### config.mk
export PLATFORM = sky130hd
export DESIGN_NAME = can_tx_scheduler
export DESIGN_NICKNAME = d
export VERILOG_FILES = /design/src/rtl/can_tx_scheduler.sv
export SDC_FILE = /design/constraint.sdc
export NUM_CORES = 1
export LEC_CHECK = 0
export ABC_CLOCK_PERIOD_IN_PS = 11450
export CAP_MARGIN = 15
export CORE_AREA = 3 3 150 152
export CTS_BUF_LIST = sky130_fd_sc_hd__clkbuf_8
export DETAILED_ROUTE_END_ITERATION = 8
export DIE_AREA = 0 0 153 155
export DONT_BUFFER_PORTS = 1
export SYNTH_ARGS = -nofsm -noshare
export SYNTH_HDL_FRONTEND = slang
export SYNTH_SLANG_ARGS = --single-unit
### constraint.sdc
create_clock -name clk -period 11.45 [get_ports clk]
set_clock_uncertainty 0.15 [all_clocks]
set_input_delay 2.29 -clock clk [delete_from_list [all_inputs] [get_ports clk]]
set_output_delay 2.29 -clock clk [all_outputs]
set_load 0.005 [all_outputs]
### src/rtl/can_tx_scheduler.sv
// Shares one CAN transmitter between NUM_MB mailboxes: lowest-ID arbitration,
// start timeout with bounded retries, and enforced inter-frame spacing.
module can_tx_scheduler #(
    parameter int unsigned NUM_MB     = 4,
    parameter logic [15:0] START_TO   = 16'd4000,
    parameter int unsigned MAX_RETRY  = 3,
    parameter logic [15:0] IFS_CYCLES = 16'd600
) (
    input  logic                 clk,
    input  logic                 rst,
    input  logic [NUM_MB-1:0]    req,
    input  logic [NUM_MB*11-1:0] mb_addr,
    input  logic [NUM_MB*64-1:0] mb_data,
    input  logic                 txing,
    output logic [10:0]          address,
    output logic [63:0]          data,
    output logic                 send_data,
    output logic [2:0]           grant,
    output logic                 busy,
    output logic [NUM_MB-1:0]    done,
    output logic [NUM_MB-1:0]    err
);

    localparam int unsigned IW = (NUM_MB > 1) ? $clog2(NUM_MB) : 1;
    localparam int unsigned RW = (MAX_RETRY > 0) ? $clog2(MAX_RETRY + 1) : 1;
    localparam logic [RW-1:0] RETRY_LIM = RW'(MAX_RETRY);

    typedef enum logic [2:0] {
        S_IDLE,
        S_START,
        S_RETRY,
        S_ACTIVE,
        S_GAP
    } state_t;

    state_t            r_state;
    logic [IW-1:0]     r_sel;
    logic [10:0]       r_address;
    logic [63:0]       r_data;
    logic              r_send;
    logic              r_busy;
    logic [NUM_MB-1:0] r_done;
    logic [NUM_MB-1:0] r_err;
    logic [15:0]       r_timer;
    logic [RW-1:0]     r_retry;
    logic [NUM_MB-1:0] r_blocked;

    logic [NUM_MB-1:0] w_cand;
    logic [NUM_MB-1:0] w_sel_oh;
    logic              w_found;
    logic [IW-1:0]     w_idx;
    logic [10:0]       w_addr;
    logic [63:0]       w_data;

    assign w_cand   = req & ~r_blocked;
    assign w_sel_oh = {{(NUM_MB-1){1'b0}}, 1'b1} << r_sel;

    // Lowest ID wins; strict compare keeps the lowest index on ties.
    always_comb begin
        w_found = 1'b0;
        w_idx   = '0;
        w_addr  = '0;
        w_data  = '0;
        for (int unsigned i = 0; i < NUM_MB; i++) begin
            if (w_cand[i] && (!w_found || (mb_addr[11*i +: 11] < w_addr))) begin
                w_found = 1'b1;
                w_idx   = IW'(i);
                w_addr  = mb_addr[11*i +: 11];
                w_data  = mb_data[64*i +: 64];
            end
        end
    end

    // r_timer times the start window, the retry pause and the inter-frame gap.
    always_ff @(posedge clk) begin
        if (!rst) begin
            r_state   <= S_IDLE;
            r_sel     <= '0;
            r_address <= '0;
            r_data    <= '0;
            r_send    <= 1'b0;
            r_busy    <= 1'b0;
            r_done    <= '0;
            r_err     <= '0;
            r_timer   <= '0;
            r_retry   <= '0;
            r_blocked <= '0;
        end else begin
            r_done    <= '0;
            r_err     <= '0;
            r_blocked <= r_blocked & req;
            case (r_state)
                S_IDLE: begin
                    if (w_found) begin
                        r_sel     <= w_idx;
                        r_address <= w_addr;
                        r_data    <= w_data;
                        r_send    <= 1'b1;
                        r_busy    <= 1'b1;
                        r_timer   <= '0;
                        r_retry   <= '0;
                        r_state   <= S_START;
                    end
                end
                S_START: begin
                    if (txing) begin
                        r_send  <= 1'b0;
                        r_state <= S_ACTIVE;
                    end else if (!req[r_sel]) begin
                        r_send  <= 1'b0;
                        r_timer <= '0;
                        r_state <= S_GAP;
                    end else if (r_timer == START_TO - 16'd1) begin
                        r_send  <= 1'b0;
                        r_timer <= '0;
                        if (r_retry < RETRY_LIM) begin
                            r_retry <= r_retry + RW'(1);
                            r_state <= S_RETRY;
                        end else begin
                            r_err     <= w_sel_oh;
                            r_blocked <= (r_blocked & req) | w_sel_oh;
                            r_state   <= S_GAP;
                        end
                    end else begin
                        r_timer <= r_timer + 16'd1;
                    end
                end
                S_RETRY: begin
                    if (r_timer == 16'd1) begin
                        r_timer <= '0;
                        r_send  <= 1'b1;
                        r_state <= S_START;
                    end else begin
                        r_timer <= r_timer + 16'd1;
                    end
                end
                S_ACTIVE: begin
                    if (!txing) begin
                        r_done  <= w_sel_oh;
                        r_timer <= '0;
                        r_state <= S_GAP;
                    end
                end
                S_GAP: begin
                    if (r_timer == IFS_CYCLES - 16'd1) begin
                        r_busy  <= 1'b0;
                        r_state <= S_IDLE;
                    end else begin
                        r_timer <= r_timer + 16'd1;
                    end
                end
                default: r_state <= S_IDLE;
            endcase
        end
    end

    assign address   = r_address;
    assign data      = r_data;
    assign send_data = r_send;
    assign grant     = 3'(r_sel);
    assign busy      = r_busy;
    assign done      = r_done;
    assign err       = r_err;

endmodule
After elaboration in Yosys (flattened, before gate mapping)
Index checks and enable logic that the tools add are counted.

cells by class
  add/subtract/negate cells = 2
  magnitude comparators = 5
  eq/ne operators = 17
  shift-type cells = 1
  mux-type cells = 53
  bitwise logic cells = 9
  reduce and logical (&&, ||, !) cells = 22

operators with widths
  operator                                         number
  two-way mux 64 bit                               4
  two-way mux 16 bit                               7
  case mux 16 bit (5 select lines)                 1
  two-way mux 11 bit                               4
  < comparator 11 bit                              3
  two-way mux 3 bit                                8
  two-way mux 4 bit                                5
  inequality test 2 bit, second input constant     9
  adder 16 x 1 -> 16 bit, second input constant    1
  == test 16 x 1 -> 1 bit, second input constant   1
  == test 16 x 10 -> 1 bit, second input constant  1
  == test 16 x 12 -> 1 bit, second input constant  1
  case mux 3 bit (5 select lines)                  1
  two-way mux 2 bit                                7
  two-way mux 1 bit                                12
  AND reduction 5 bit                              2
  AND 4 bit                                        2
  == test 3 x 2 -> 1 bit, second input constant    2
  AND reduction 6 bit                              1
  OR reduction 6 bit                               1
  NOT 1 bit                                        5
  nonzero test 5 bit                               1
  inequality test 4 bit, second input constant     1
  NOT 4 bit                                        1
  21 further kinds                                 28

word-level totals
  register bits = 112
  output and inout port bits = 88
  logic and storage cells = 120

Depth between registers and ports, before layout
  depth after elaboration = 17
  mapped depth = 34
  gate-level depth less buffers = 28

Worst setup path after synthesis
OpenSTA, ideal clock, no wires.

  path kind = input-to-reg
  from = input req[0]
  to = register r_data[27], in the netlist data[27]
  library setup time = 0.073 ns
  arrival time = 8.531 ns
  required time = 11.227 ns
  path slack = 2.695 ns
  stages on the path = 32
  buffers on the path = 5
  cell sequence = nor2b_4 > clkbuf_1 > nand2_1 > ha_1 > a211o_1 > o211ai_2 > o211ai_2 > o21ai_2 > buf_2 > mux2i_1 > ha_1 > o21a_1 > o21ai_0 > nor3_1 > o31a_1 > a311o_1 > maj3_2 > a2111oi_0 > or3_1 > ha_1 > a21o_1 > a21o_1 > a21o_1 > a21o_1 > a21o_1 > a21oi_1 > o21a_1 > clkbuf_1 > clkbuf_1 > clkbuf_1 > nand4_1 > o211ai_2

on the way
  cells in the longest elaborated chain, start to end = 15
  elaborated cells between the ends (all ways) = 25

ends and longest elaborated chain
  what                                                      RTL line  source
  from (decl)                                               11        input logic [NUM_MB-1:0] req,
  AND 4 bit *                                               55        assign w_cand = req & ~r_blocked;
  two-way mux 11 bit or two-way mux 1 bit (tied branches)   65        if (w_cand[i] && (!w_found || (mb_addr[11*i +: 11] < w_addr))) begin
  < comparator 11 bit or logical NOT 1 bit (tied branches)  65
  logical OR 1 bit                                          65
  logical AND 1 bit                                         65
  two-way mux 11 bit or two-way mux 1 bit (tied branches)   65
  < comparator 11 bit or logical NOT 1 bit (tied branches)  65
  logical OR 1 bit                                          65
  logical AND 1 bit                                         65
  two-way mux 11 bit or two-way mux 1 bit (tied branches)   65
  < comparator 11 bit or logical NOT 1 bit (tied branches)  65
  logical OR 1 bit                                          65
  logical AND 1 bit                                         65
  two-way mux 1 bit                                         65
  AND reduction 2 bit (no line)                             --
  to (signal assigned)                                      97        r_data <= w_data;
  to (decl)                                                 39        logic [63:0] r_data;

Every way passes the cells marked *; elsewhere a longest branch is shown, timed or not.
A chain may end at the register's enable or synchronous reset.

Final worst setup path
  from = input req[0]
  to = register r_address[3], in the netlist address[3]

on the way
  cells in the longest elaborated chain, start to end = 15
  elaborated cells between the ends (all ways) = 22

ends and longest elaborated chain
  what                                                      RTL line  source
  AND 4 bit *                                               55
  two-way mux 11 bit or two-way mux 1 bit (tied branches)   65
  < comparator 11 bit or logical NOT 1 bit (tied branches)  65
  logical OR 1 bit                                          65
  logical AND 1 bit                                         65
  two-way mux 11 bit or two-way mux 1 bit (tied branches)   65
  < comparator 11 bit or logical NOT 1 bit (tied branches)  65
  logical OR 1 bit                                          65
  logical AND 1 bit                                         65
  two-way mux 11 bit or two-way mux 1 bit (tied branches)   65
  < comparator 11 bit or logical NOT 1 bit (tied branches)  65
  logical OR 1 bit                                          65
  logical AND 1 bit                                         65
  two-way mux 1 bit                                         65
  AND reduction 2 bit (no line)                             --
  to (signal assigned)                                      96        r_address <= w_addr;
  to (decl)                                                 38        logic [10:0] r_address;

Marked as above.

==> results.yml <==
global_routing:
  grt-ovfl-total: 0
  grt_pass1_vias: 7194
  grt_usage_pct: 22.80
  grt_max_degree: 85
  grt_pass1_wl_um: 43100
  antenna_found_initial: 3
yosys:
  async_reset_ff_share_pct: 0
  ys_warn_count: 0
  synth_top_area_share_pct: 27.60
  synth.avg_cell_area_sq_um: 7.759
  syn-num-nets: 1386
  synth_area_sq_um: 8124
  yosysSeqAreaShare_pct: 27.60
  ys_top_cells_by_area: "dfxtp_1, nand2_1, o211ai_2"
  synthFlopType: "dfxtp_1"
  syn_inst: 1047
  yosysTopAreaCell: "dfxtp_1"
  ys_ff_latch: 112
  synth_edf_count: 0
  yosys.cell_types.count: 59
clocking:
  htreeDepth: 3
  cts_inserted_buffers: 9
  cts_resized: 0
  post-cts-setup-buffer-count: 0
  clk_pin_slew_ps: 110
  cts_buffer_depth: 2
  cts_sinks: 112
  cts_hold_buf: 0
  cts_tree: "done"
  clock_latency_ps: 390
  cts-root-buf: "clkbuf_8"
drt:
  ant_nets: 0
  drtPass1Iterations: 5
  viasPerCell: 6.021
  drc: 0
  routedWlPerCell_um: 22.89
  wl_um: 28860
  first_iter_violations: 552
  vias: 7592
worst_setup_path:
  slowest_stage: "buf_4"
  path_delay_family: "compound AO/OA/AOI/OAI gates"
  crit_top_cell: "a21o_1"
  worstPathMaxFanout: 49
  max_stage_delay_ps: 540
  crit_type: "input pin to flip-flop"
  crit_arrival_ps: 9600
  crit_buf_inv: 3
  critPathLaunchType: "input pin"
  worstSetupEndpointType: "flip-flop"
  required_ps: 11620
floorplanning:
  coreArea_sq_um: 21150
  dieArea_sq_um: 23720
  die_y_um: 155
  rows: 53
  start_util_pct: 38.40
  pin_count: 395
  die_w_um: 153
power:
  fin_total_pwr_mw: 1.215
  p_leak_nw: 3.529
  power.density_nw_per_um2: 145.5
  ir_drop_mv: 0.05548
run:
  max_cap_violations: 0
finish:
  final_area_sq_um: 8348
  syn2layout_area_growth_pct: 2.757
  drive_gt1_share_pct: 11.37
  fillers: 2228
  final_nets: 1319
placement:
  dp_hpwl_um: 21910
  place_area_sq_um: 8159
  io_buffers: 0
  gp_congestion: 0.8518
timing:
  rsz0062_at_grt: "false"
  period_share_pct: 82.34
  slew_headroom_pct: 23.28
  setup_violations: 0
  whs_ps: 327.2
  worst_slew_pin_slew_ps: 1145
  hold_viol: 0
  tns_ps: 0
  fin_crit_ps: 9428
  timing.fmax_mhz: 106.1
  final_max_slew_viol_count: 0
outcome:
  status: "completed"
min_path:
  hold_class: "flip-flop to flip-flop"
## report_power, final
group / switching (mW) / internal [mW]
sequential: 0.0745 / 0.463
clock: 0.160 / 0.0843
combinational: 0.269 / 0.164
total: 0.503 / 0.712
## Yosys cell counts (7+ instances only)
master,number
buf_2,16
a2111oi_0,9
or3_1,12
mux2i_1,73
nand2b_1,9
xor2_1,8
nor2b_1,10
a31oi_1,16
and2_1,7
a21oi_1,34
clkbuf_1,61
o211ai_1,7
nor2_1,39
nor3_1,15
ha_1,32
o21a_1,7
o21ai_0,90
a21o_1,16
inv_1,13
nand2_1,245
nand4_1,75
o31ai_1,9
o211ai_2,62
dfxtp_1,112
## worst register-to-register path, delay by kind of cell, from the launching register on
kind	cells	cell delay, ps
compound gates	18	3560
buf+inv	3	1470
fa+ha+maj	4	1240
simple gates	4	690
flops	1	360
mux	1	360
## layout by cell type, fill, tap and decap left out, types with 9 or more instances in the layout
cell type / instances
inv_1: 13
nand2_1: 245
nor2_1: 39
dfxtp_1: 112
mux2i_1: 73
buf_4: 13
clkbuf_8: 9
nor2b_1: 10
nand4_1: 75
o211ai_2: 62
nor3_1: 15
a2111oi_0: 9
a21oi_1: 34
or3_1: 12
o31ai_1: 9
ha_1: 32
a31oi_1: 16
o21ai_0: 90
a21o_1: 16
## state kept, by name, indices dropped and copies added (netlist names)
| name | cells |
|---|---|
| r_sel | 2 |
| data | 64 |
| r_timer | 16 |
| send_data | 1 |
| address | 11 |
| r_retry | 2 |
| r_blocked | 4 |
| r_state | 3 |
| done | 4 |
| err | 4 |
| busy | 1 |
## cell type report
cell class | count | area [sq um] | area share (%)
tap | 275 | 344.1 | 4.122
antenna | 1 | 2.502 | 0.02998
sequential | 112 | 2242 | 26.86
clock buffer | 9 | 123.9 | 1.484
inverter | 13 | 48.80 | 0.5845
timing repair buffer | 14 | 117.6 | 1.409
clock inverter | 7 | 62.56 | 0.7494
multi-input combinational | 830 | 5406 | 64.76
## final timing paths
| path | start | to | slack [ps] | cells after the start |
|---|---|---|---|---|
| setup / recovery | req[0] | address[3] | 2020 | 30 |
| setup reg to reg | r_blocked[0] | address[3] | 3570 | 30 |
| hold / removal | r_retry[1] | r_retry[1] | 330 | 2 |
| hold reg to reg | r_retry[1] | r_retry[1] | 330 | 2 |
## through the flow
stage | cells | worst slack (ps) | utilization [%]
2_1_floorplan | 1047 | 2695 | -
3_3_place_gp | 1244 | 1760 | 38.57
3_5_place_dp | 1244 | 1638 | 38.57
4_1_cts | 1260 | 2058 | 39.45
5_1_grt | 1261 | 1473 | 39.46
6_report | 1261 | 2022 | 39.46
## metal layers
metal | global-route usage [%] | up-vias | routed length, um | share of wire (%)
li1 | - | 3666 | - | -
met1 | 29.38 | 3542 | 12140 | 42
met2 | 35.79 | 335 | 13210 | 46
met3 | 7.844 | 45 | 2631 | 9.1
met4 | 7.849 | 4 | 862 | 3.0
met5 | 0 | - | 21 | 0.073
## kinds of logic after synthesis
kind of cell	Yosys count	synth area share (%)
other cells	1	0.04616
flops	112	27.60
mux	74	9.271
fa+ha+maj	33	5.067
simple gates	438	25.10
buf+inv	105	6.253
xor+xnor	10	1.078
compound gates	274	25.58
Note: power is estimated with default switching activity, not from simulation.
